## config.mk

```make
export PLATFORM = sky130hd
export DESIGN_NAME = ll_wr_arb
export DESIGN_NICKNAME = d
export VERILOG_FILES = /design/src/rtl/ll_wr_arb.sv
export SDC_FILE = /design/constraint.sdc
export NUM_CORES = 1
export LEC_CHECK = 0
export CORE_MARGIN = 2
export CORE_UTILIZATION = 48
export CTS_CLUSTER_DIAMETER = 30
export DETAILED_ROUTE_END_ITERATION = 8
export PLACE_DENSITY = 0.85
export RECOVER_POWER = 100
export SYNTH_ARGS = -nofsm -noshare
export SYNTH_HDL_FRONTEND = slang
export SYNTH_SLANG_ARGS = --single-unit
```

## constraint.sdc

```tcl
create_clock -name clk -period 3.6 [get_ports clk]
set_input_delay 0.54 -clock clk [delete_from_list [all_inputs] [get_ports clk]]
set_output_delay 0.54 -clock clk [all_outputs]
set_load 0.005 [all_outputs]
```

## src/rtl/ll_wr_arb.sv

```systemverilog
// ll_wr_arb: round-robin arbiter sharing the linked-list write controller.
// One write in flight; the allocated pointer is returned on completion.
module ll_wr_arb #(
  parameter int NUM_REQ    = 2,
  parameter int WR_DATA_WD = 32,
  parameter int PTR_WD     = 8,
  parameter int BUSY_TMO   = 16
) (
  input  logic                          clk,
  input  logic                          reset_n,
  input  logic [NUM_REQ-1:0]            req_vld,
  input  logic [NUM_REQ*WR_DATA_WD-1:0] req_data,
  input  logic [NUM_REQ-1:0]            req_insert,
  output logic [NUM_REQ-1:0]            req_ack,
  output logic                          cmpl_vld,
  output logic [$clog2(NUM_REQ)-1:0]    cmpl_id,
  output logic [PTR_WD-1:0]             cmpl_ptr,
  output logic                          cmpl_err,
  output logic                          tmo_err,
  input  logic                          free_ptr_avail,
  output logic [WR_DATA_WD-1:0]         data_to_wr,
  output logic                          data_to_wr_req,
  output logic                          insert_data,
  input  logic                          wr_ctrl_fsm_ready,
  input  logic                          upd_nxt_ptr,
  input  logic [PTR_WD-1:0]             cur_nxt_ptr
);

  localparam int ID_WD  = $clog2(NUM_REQ);
  localparam int CNT_WD = $clog2(BUSY_TMO + 1);

  typedef enum logic [1:0] {
    IDLE,
    ISSUE,
    WAIT_BUSY,
    WAIT_DONE
  } state_t;

  state_t state;
  state_t state_nxt;

  logic [ID_WD-1:0]      rr_ptr;
  logic [ID_WD-1:0]      rr_nxt;
  logic [ID_WD-1:0]      win_id;
  logic                  win_vld;
  logic [WR_DATA_WD-1:0] win_data;
  logic                  win_ins;
  logic [ID_WD-1:0]      lat_id;
  logic [WR_DATA_WD-1:0] lat_data;
  logic                  lat_ins;
  logic [PTR_WD-1:0]     cap_ptr;
  logic [CNT_WD-1:0]     tmo_cnt;

  logic                  grant;
  logic                  tmo_hit;
  logic                  done_hit;
  logic [NUM_REQ-1:0]    req_ack_d;
  logic                  cmpl_vld_d;
  logic [ID_WD-1:0]      cmpl_id_d;
  logic [PTR_WD-1:0]     cmpl_ptr_d;
  logic                  cmpl_err_d;

  // Two passes: indices at/after rr_ptr first, then the wrapped ones.
  always_comb begin
    win_vld  = 1'b0;
    win_id   = '0;
    win_data = '0;
    win_ins  = 1'b0;
    for (int i = 0; i < NUM_REQ; i++) begin
      if (!win_vld && req_vld[i] && ID_WD'(i) >= rr_ptr) begin
        win_vld = 1'b1;
        win_id  = ID_WD'(i);
      end
    end
    for (int i = 0; i < NUM_REQ; i++) begin
      if (!win_vld && req_vld[i]) begin
        win_vld = 1'b1;
        win_id  = ID_WD'(i);
      end
    end
    for (int i = 0; i < NUM_REQ; i++) begin
      if (win_id == ID_WD'(i)) begin
        win_data = req_data[i*WR_DATA_WD +: WR_DATA_WD];
        win_ins  = req_insert[i];
      end
    end
  end

  assign rr_nxt = (win_id == ID_WD'(NUM_REQ - 1)) ?
                  '0 : win_id + 1'b1;

  assign grant = (state == IDLE) && win_vld &&
                 wr_ctrl_fsm_ready && free_ptr_avail;

  assign tmo_hit = (state == WAIT_BUSY) && wr_ctrl_fsm_ready &&
                   (tmo_cnt == CNT_WD'(BUSY_TMO - 1));

  assign done_hit = (state == WAIT_DONE) && wr_ctrl_fsm_ready;

  always_ff @(posedge clk) begin
    if (!reset_n) state <= IDLE;
    else          state <= state_nxt;
  end

  always_comb begin
    state_nxt = state;
    unique case (state)
      IDLE:      if (grant) state_nxt = ISSUE;
      ISSUE:     state_nxt = WAIT_BUSY;
      WAIT_BUSY: begin
        if (!wr_ctrl_fsm_ready) state_nxt = WAIT_DONE;
        else if (tmo_hit)       state_nxt = IDLE;
      end
      WAIT_DONE: if (done_hit) state_nxt = IDLE;
      default:   state_nxt = IDLE;
    endcase
  end

  always_comb begin
    req_ack_d = '0;
    if (grant) req_ack_d[win_id] = 1'b1;
    cmpl_vld_d = tmo_hit | done_hit;
    cmpl_id_d  = cmpl_id;
    cmpl_ptr_d = cmpl_ptr;
    cmpl_err_d = cmpl_err;
    unique case (1'b1)
      tmo_hit: begin
        cmpl_id_d  = lat_id;
        cmpl_ptr_d = '0;
        cmpl_err_d = 1'b1;
      end
      done_hit: begin
        cmpl_id_d  = lat_id;
        cmpl_ptr_d = upd_nxt_ptr ? cur_nxt_ptr : cap_ptr;
        cmpl_err_d = 1'b0;
      end
      default: ;
    endcase
  end

  always_ff @(posedge clk) begin
    if (!reset_n) begin
      req_ack        <= '0;
      cmpl_vld       <= 1'b0;
      cmpl_id        <= '0;
      cmpl_ptr       <= '0;
      cmpl_err       <= 1'b0;
      tmo_err        <= 1'b0;
      data_to_wr     <= '0;
      data_to_wr_req <= 1'b0;
      insert_data    <= 1'b0;
      rr_ptr         <= '0;
      lat_id         <= '0;
      lat_data       <= '0;
      lat_ins        <= 1'b0;
      cap_ptr        <= '0;
      tmo_cnt        <= '0;
    end else begin
      req_ack        <= req_ack_d;
      cmpl_vld       <= cmpl_vld_d;
      cmpl_id        <= cmpl_id_d;
      cmpl_ptr       <= cmpl_ptr_d;
      cmpl_err       <= cmpl_err_d;
      data_to_wr_req <= (state == ISSUE);
      data_to_wr     <= (state == ISSUE) ? lat_data : '0;
      insert_data    <= (state == ISSUE) && lat_ins;
      if (tmo_hit) tmo_err <= 1'b1;
      if (grant) begin
        rr_ptr   <= rr_nxt;
        lat_id   <= win_id;
        lat_data <= win_data;
        lat_ins  <= win_ins;
        cap_ptr  <= '0;
      end else if (upd_nxt_ptr &&
                   (state == WAIT_BUSY || state == WAIT_DONE)) begin
        cap_ptr <= cur_nxt_ptr;
      end
      if (state == WAIT_BUSY) tmo_cnt <= tmo_cnt + 1'b1;
      else                    tmo_cnt <= '0;
    end
  end

endmodule

```

==> reports/qor.yml, run 1 <==
slew_viol_final: 0
cp_slowest_stage_delay_ns: 0.71
die_w_um: 90.2
hold_viol_final: 0
cts_buffers: 9
grt.overflow.total: 0
synthTopCellsByArea: "dfxtp_1 (55%), a221o_1 (7.0%), and2_1 (6.0%)"
critPathRequiredTime_ns: 3.89
critPathKind: "primary input to flip-flop"
max-vdd-ir-drop_v: 0.000321
cts_setup_buffers: 0
synth_cells: 349
reg2reg_setup_slack_ns: 1.01
finalWirelength_um: 9130
layout_commonest_cell: "dfxtp_1"
syn_area_per_cell_um2: 10.2
fmax_mhz: 374
syn_area_um2: 3570
finClkSkew_ns: 0.0126
place_congestion: 0.828
crit_slowest_cell: "clkbuf_1"
seqPwrFrac_pct: 57.5
num_antenna_cells: 0
syn2layout_area_growth_pct: 40.3
dp.cells: 557
synth_cell_types: 32
critPathCaptureType: "flip-flop"
holdPathEnd: "tmo_cnt[0]"
fillerInstances: 561
worstSkewPairLatency_ns: 0.35
rsz0062_at_grt: "false"
synth_top_area_share_pct: 55.0
ys_seq_elements: 98
r2r_start: "state[1]"
netSwitchingPower_uw: 482
cts_sinks: 98
htreeDepth: 3
num_io_pins: 129
crit_start: "wr_ctrl_fsm_ready"
final_layout_size_suffix_gt1_share_pct: 7.19
syn_nets: 432
min_period_ns: 2.68
postCtsHoldBufs: 0
period_share_pct: 74.4
nets: 552
relSlewSlack_pct: 34.8
clk_pin_slew_ns: 0.09
clock_power_share_pct: 32.1
yosysTopAreaCell: "dfxtp_1"
power_density_nw_per_um2: 392
clockBufferDepth: 2
grt_max_degree: 38
worstPathCellList: "dlygate4sd3_1 -> nand4bb_1 -> buf_4 -> a211oi_1 -> clkbuf_1 -> a221o_2"
grt_pass1_vias: 2950
core_um2: 7210
regToRegEndpoint: "lat_data[30]"
hold_depth: 1
reg2reg_depth: 4
crit_fanout: 37
min_path_type: "flip-flop to flip-flop"
cpLargestDelayFamily: "buffers and inverters"
status: "complete, no violations"
antenna_found_initial: 0
crit_buf_inv: 3
portBuffers: 128
final_cells: 572
wl_per_cell_um: 16.0
setup-violations-final: 0
grt_usage_pct: 22.2
firstDrtPassIters: 5
grt_pass1_wl_um: 14600
rows: 31
detail_route.iter0.violations: 167
vias_per_cell: 5.32
yosysWarnings: 0
p_comb_share_pct: 10.5
ant_nets: 0
cts_tree: "built"
leakage_uw: 0.00211
drc: 0
yosysSeqAreaShare_pct: 55.0
cts_resized: 0
vias: 3045
power.share.switching_pct: 24.6
layout_common_cells: "dfxtp_1 (98), clkdlybuf4s50_1 (78), dlygate4sd3_1 (50), inv_1 (38), nor4_1 (33)"
crit_arrival_ns: 2.96
setup_tns_ns: 0
p_int_uw: 1480
cap_violations: 0
cts_root_buffer: "clkbuf_8"
worst_slew_pin_slew_ns: 0.977
min_from: "tmo_cnt[0]"
die_h_um: 90.2
cp-start-kind: "primary input"
hpwl_um: 6470
die-area_um2: 8140
initial_utilization_pct: 49.5
[metal layers]
| metal | share of wire [%] | vias up | global-route usage (%) | wire, µm |
|---|---|---|---|---|
| li1 | - | 1471 | - | - |
| met1 | 43 | 1428 | 28.1 | 3920 |
| met2 | 49 | 135 | 37.5 | 4490 |
| met3 | 6.7 | 11 | 5.20 | 607 |
| met4 | 1.2 | 0 | 7.05 | 112 |
| met5 | 0 | - | 0 | 0 |
[layout make-up]
type                            instances  area [µm²]  area share (%)
Inverter                               38         143            2.85
Multi-Input combinational cell        186        1290            25.7
Tap cell                               99         124            2.47
Sequential cell                        98        1960            39.2
Clock inverter                          5        40.0           0.800
Timing Repair Buffer                  136        1320            26.4
Clock buffer                           10         128            2.55
[flip-flops by register name (all words and copies together), names as in the netlist, 2 cells and up]
name        cells
data_to_wr     32
lat_data       32
cap_ptr         8
cmpl_ptr        8
tmo_cnt         5
req_ack         2
state           2
[worst max-delay path by stage]
stage                    to  slack, ns  depth (start not counted)
2_1_floorplan   cmpl_ptr[6]       1.91                          5
3_3_place_gp   lat_data[25]       1.16                          5
3_5_place_dp   lat_data[30]       1.11                          5
4_1_cts        lat_data[30]       1.42                          5
5_1_grt        lat_data[24]       0.72                          6
6_report       lat_data[30]       0.92                          6
[stage by stage]
step / total power, µW / setup slack (ns) / utilization, % / instance area [µm²] / hold slack, ns
floorplan: 1240 / 1.91 / - / 3570 / 0.418
global placement: 1360 / 1.16 / 67.9 / 4900 / 0.427
detailed placement: 1360 / 1.11 / 67.9 / 4900 / 0.440
CTS: 1980 / 1.42 / 70.2 / 5060 / 0.453
global route: 2030 / 0.716 / 69.4 / 5010 / 0.474
finish: 1960 / 0.923 / 69.4 / 5010 / 0.454
[power groups by stage]
stage	clock network, µW	registers (µW)	logic, µW
after floorplan	0	1150	95.3
after global placement	0	1150	206
after detailed placement	0	1150	210
after CTS	636	1130	212
after global routing	674	1130	221
final	628	1130	205
[logic make-up after synthesis]
family	Yosys count	synth area share (%)
AOI/OAI and AO/OA	59	14.8
xor gates and xnor gates	2	0.491
adders and majority gates	2	0.701
buffers and inverters	65	8.06
DFF	98	55.0
muxes	10	3.09
and+or+nand+nor	113	17.9
[Yosys cell counts (all sizes together)]
master	instances
mux2	8
a221o	33
xnor2	1
a41oi	1
o22ai	1
a31oi	1
dfxtp	98
buf	10
nor2b	1
mux2i	2
nor2	18
nand4bb	1
a21oi	8
ha	2
and3	2
nor4	33
a211oi	1
o211ai	1
a21o	2
nand3	10
o21a	1
inv	38
nand2	11
a22oi	8
o21ai	2
xor2	1
nor3	3
clkbuf	17
and2	34
Power figures use the tool's default switching activity.
==> inputs of run 2 (changes only) <==
CORE_UTILIZATION = 40   (was 48)
PLACE_DENSITY = 0.76   (was 0.85)
clock period = 2.2 ns   (was 3.6 ns; I/O delays follow)
==> run 2 against run 1 <==
Compared with the run above:
- combinational power is 77% higher
- core utilization is 10 points lower
- setup slack got worse by 0.56 ns
- first-iteration DRC count fell by 61%
- cell count rose by 3.0%
- cell area rose by 2.9%
- total power increased by 72%
- clock skew about the same
- global-route usage decreased by 2.7 points
- critical path depth down 2
- highest routed layer unchanged
- register-to-register slack got worse by 0.65 ns
==> reports/qor.yml, run 2 (synthesized netlist as in run 1, its figures left out) <==
die_h_um: 98.5  # +9.1%
layout_commonest_cell: "dfxtp_1"
finClkSkew_ns: 0.0123  # -0.000316 ns
hold_viol_final: 0  # unchanged
die_w_um: 98.5  # +9.1%
postCtsHoldBufs: 0  # unchanged
relSlewSlack_pct: 50.6  # +16 points
cts_buffers: 9  # unchanged
nets: 559  # +1.3%
worst_slew_pin_slew_ns: 0.741  # -0.236 ns
p_comb_share_pct: 10.7  # +0.2 points
clk_pin_slew_ns: 0.09  # about the same
die-area_um2: 9690  # +19%
worstSkewPairLatency_ns: 0.36  # about the same
cts_root_buffer: "clkbuf_8"
final_layout_size_suffix_gt1_share_pct: 9.36  # +2.2 points
dp.cells: 573  # +2.9%
netSwitchingPower_uw: 788  # +63%
crit_start: "state[0]"
core_um2: 8680  # +20%
place_congestion: 0.719  # -13%
crit_slowest_cell: "clkbuf_1"
setup-violations-final: 0  # unchanged
seqPwrFrac_pct: 54.5  # -3.0 points
cp-start-kind: "flip-flop"
num_antenna_cells: 0  # unchanged
cp_slowest_stage_delay_ns: 0.52  # -0.19 ns
finalWirelength_um: 9290  # +1.8%
endpoint: "lat_data[27]"
reg2reg_depth: 4  # unchanged
critPathCaptureType: "flip-flop"
hold_slack_ns: 0.463  # +0.00968 ns
reg2reg_setup_slack_ns: 0.36  # -0.65 ns
cts_resized: 0  # unchanged
cap_violations: 0  # unchanged
detail_route.iter0.violations: 65  # -61%
portBuffers: 128  # unchanged
grt_usage_pct: 19.5  # -2.7 points
rows: 34  # +9.7%
status: "complete, no violations"
initial_utilization_pct: 41.1  # -8.3 points
cts_tree: "built"
slew_viol_final: 0  # unchanged
wl_per_cell_um: 15.8  # -1.2%
worstPathCellList: "nand4bb_1 -> clkbuf_1 -> nor4_1 -> a221o_2"
regToRegEndpoint: "lat_data[27]"
clockBufferDepth: 2  # unchanged
period_share_pct: 83.4
htreeDepth: 3  # unchanged
hpwl_um: 6790  # +4.9%
p_int_uw: 2590  # +75%
firstDrtPassIters: 4  # -1
r2r_start: "state[0]"
grt_pass1_vias: 3080  # +4.4%
final_cells: 589  # +3.0%
min_period_ns: 1.84
min_path_type: "flip-flop to flip-flop"
ant_nets: 0  # unchanged
power_density_nw_per_um2: 655  # +67%
num_io_pins: 129  # unchanged
setup_tns_ns: 0  # unchanged
layout_common_cells: "dfxtp_1 (98), clkdlybuf4s50_1 (80), dlygate4sd3_1 (48), inv_1 (38), nor4_1 (33)"
max-vdd-ir-drop_v: 0.000384  # +20%
reg_top3: "data_to_wr: 32 flops, lat_data: 32 flops"
grt.overflow.total: 0  # unchanged
clock_power_share_pct: 34.8  # +2.7 points
grt_pass1_wl_um: 15200  # +4.1%
drc: 0  # unchanged
syn2layout_area_growth_pct: 44.4
vias: 3022  # -0.76%
crit_fanout: 14  # -62%
critPathRequiredTime_ns: 2.45  # -1.44 ns
cts_setup_buffers: 0  # unchanged
grt_max_degree: 32  # -16%
cts_sinks: 98  # unchanged
fmax_mhz: 545
crit_arrival_ns: 2.08  # -0.88 ns
critPathKind: "flip-flop to flip-flop"
leakage_uw: 0.00220  # +4.2%
vias_per_cell: 5.13  # -3.6%
antenna_found_initial: 0  # unchanged
rsz0062_at_grt: "false"
power.share.switching_pct: 23.3  # -1.3 points
==> run 2: how the worst min path moves through the flow <==
stage                                end  slack (ns)  cells after the start    startpoint
after floorplan               tmo_cnt[0]        0.42                      1    tmo_cnt[0]
after global placement        tmo_cnt[0]        0.43                      1    tmo_cnt[0]
after detailed placement  data_to_wr[24]        0.44                      1  lat_data[24]
after CTS                 data_to_wr[29]        0.46                      1  lat_data[29]
after global routing      data_to_wr[29]        0.48                      1  lat_data[29]
final                         cap_ptr[1]        0.46                      2    cap_ptr[1]
==> run 2: through the flow <==
step | setup slack (ns) | cell area, µm² | util, % | total power [µW]
final | 0.365 | 5150 | 59.4 | 3380
after global routing | 0.203 | 5150 | 59.4 | 3530
after CTS | 0.455 | 5200 | 59.9 | 3420
after detailed placement | 0.249 | 5000 | 57.6 | 2250
after global placement | 0.306 | 5000 | 57.6 | 2250
after floorplan | 0.631 | 3570 | - | 2030
==> run 2: routing by layer <==
layer	share of wire, %	vias up	GRT usage, %
met5	0	-	0
met4	1.8	0	7.48
met3	5.6	13	4.18
met2	46	106	31.5
met1	46	1414	25.6
li1	-	1489	-
==> run 2: worst max-delay path: cells and delay by family, from the launching register on <==
kind            cells  cell delay [ns]
flops               1             0.44
compound gates      1             0.32
simple gates        2             0.45
buf+inv             1             0.52
==> run 2: area by class of cell <==
cell class	instances	area, µm²
well taps	108	135
flip-flops and latches	98	1960
clock inverters	5	61.3
inverters	38	143
repair buffers	143	1420
fillers	762	3530
clock buffers	11	141
multi-input cells	186	1290
==> run 2: power by group through the flow <==
stage | Clock, µW | Combinational, µW | Sequential, µW
floorplan | 0 | 156 | 1870
global placement | 0 | 365 | 1880
detailed placement | 0 | 373 | 1880
CTS | 1210 | 375 | 1840
global route | 1290 | 392 | 1850
finish | 1170 | 362 | 1840
==> inputs of run 3 (changes only) <==
CORE_UTILIZATION = 44   (was 40)
PLACE_DENSITY = 0.79   (was 0.76)
clock period = 1.9 ns   (was 2.2 ns; I/O delays follow)
==> run 3 against run 2 <==
Compared with the run above:
- critical path depth rose by 1
- count of clock-buffer cells in the layout fell by 2
- wire length fell by 3.1%
- clock power rose by 18%
- total power rose by 17%
- cell count rose by 0.17%
- clock skew rose by 0.0018 ns
- setup slack got worse by 0.15 ns
- sequential cell count did not move
- sequential power rose by 16%
- critical path type unchanged
- highest routed layer unchanged
==> reports/qor.yml, run 3 (synthesized netlist as in run 1, its figures left out) <==
status: "complete, no violations"
min_period_ns: 1.68  # -0.152 ns
detail_route.iter0.violations: 154  # +140%
slew_viol_final: 0  # unchanged
critPathRequiredTime_ns: 2.15  # -0.30 ns
firstDrtPassIters: 4  # unchanged
worst_slew_pin_slew_ns: 0.529  # -0.212 ns
ant_nets: 0  # unchanged
layout_common_cells: "dfxtp_1 (98), clkdlybuf4s50_1 (80), dlygate4sd3_1 (48), inv_1 (38), nor4_1 (33)"
place_congestion: 0.849  # +18%
fin_util_pct: 66.5  # +7.1 points
finalWirelength_um: 9000  # -3.1%
crit_arrival_ns: 1.93  # -0.15 ns
setup-violations-final: 0  # unchanged
rsz0062_at_grt: "false"
leakage_uw: 0.00222  # +1.2%
period_share_pct: 88.6  # +5.1 points
num_io_pins: 129  # unchanged
grt_usage_pct: 21.0  # +1.5 points
die_h_um: 94.1  # -4.5%
fmax_mhz: 594  # +9.1%
clk_pin_slew_ns: 0.09  # about the same
grt_pass1_vias: 2975  # -3.4%
crit_fanout: 8  # -6
critPathKind: "flip-flop to flip-flop"
antenna_found_initial: 0  # unchanged
grt_pass1_wl_um: 14400  # -5.3%
cap_violations: 0  # unchanged
grt.overflow.total: 0  # unchanged
post-route-cell-area_um2: 5190  # +0.73%
fillerInstances: 618  # -19%
worstSkewPairLatency_ns: 0.36  # about the same
num_antenna_cells: 0  # unchanged
cts_tree: "built"
portBuffers: 128  # unchanged
initial_utilization_pct: 45.7  # +4.6 points
rows: 32  # -5.9%
layout_commonest_cell: "dfxtp_1"
reg_top3: "data_to_wr: 32 flops, lat_data: 32 flops"
setup_tns_ns: 0  # unchanged
cts_root_buffer: "clkbuf_8"
critPathCaptureType: "flip-flop"
grt_max_degree: 29  # -9.4%
relSlewSlack_pct: 64.7  # +14 points
vias_per_cell: 5.23  # +1.9%
cts_setup_buffers: 0  # unchanged
hold_viol_final: 0  # unchanged
core_um2: 7810  # -10%
drc: 0  # unchanged
wl_per_cell_um: 15.3  # -3.3%
cts_resized: 0  # unchanged
htreeDepth: 3  # unchanged
place_area_um2: 5040  # +0.90%
power_density_nw_per_um2: 759  # +16%
finClkSkew_ns: 0.0141  # +0.00183 ns
final_layout_size_suffix_gt1_share_pct: 10.9  # +1.5 points
die_w_um: 94.1  # -4.5%
postCtsHoldBufs: 0  # unchanged
hpwl_um: 6580  # -3.1%
cp-start-kind: "flip-flop"
vias: 3084  # +2.1%
clockBufferDepth: 2  # unchanged
syn2layout_area_growth_pct: 45.4
die-area_um2: 8850  # -8.7%
cts_buffers: 9  # unchanged
cts_sinks: 98  # unchanged
nets: 566  # +1.3%
max-vdd-ir-drop_v: 0.000452  # +18%
min_path_type: "flip-flop to flip-flop"
## run 3: power breakdown
group | internal [µW] | switching (µW)
sequential | 2100 | 27.0
combinational | 246 | 180
clock | 632 | 748
total | 2980 | 955
## run 3: final timing paths
path	start	to	slack, ns	cells past startpoint
max	state[0]	lat_data[29]	0.22	5
min	cap_ptr[4]	cap_ptr[4]	0.46	2
max reg2reg	state[0]	lat_data[29]	0.22	5
min reg2reg	cap_ptr[4]	cap_ptr[4]	0.46	2
## run 3: through the flow
stage / hold slack (ns) / setup slack [ns] / cells / power (µW)
floorplan: 0.407 / 0.331 / 349 / 2350
global placement: 0.431 / 0.0665 / 574 / 2610
finish: 0.463 / 0.217 / 590 / 3940
detailed placement: 0.445 / -0.00662 / 574 / 2620
CTS: 0.461 / 0.284 / 590 / 3980
global route: 0.481 / 0.0930 / 590 / 4100
## run 3: critical path, cell delays in order, from the launching register on
cell and delay (ns):
dfxtp_1 0.43, nand4bb_1 0.21, clkbuf_1 0.25, a211oi_4 0.09, clkbuf_2 0.19, a221o_2 0.40
## run 3: per-layer routing
layer,track usage (%),vias to the layer above,wire length (µm)
met5,0,-,0
met2,33.3,137,4210
li1,-,1498,-
met1,28.0,1433,3950
met4,8.33,0,179
met3,4.33,16,659
## run 3: final cells by class
cell class | count | area [µm²] | area share, %
Clock inverter | 7 | 81.3 | 1.57
Clock buffer | 9 | 124 | 2.39
Tap cell | 102 | 128 | 2.46
Multi-Input combinational cell | 186 | 1300 | 25.0
Inverter | 38 | 143 | 2.75
Timing Repair Buffer | 150 | 1450 | 28.0
Sequential cell | 98 | 1960 | 37.8
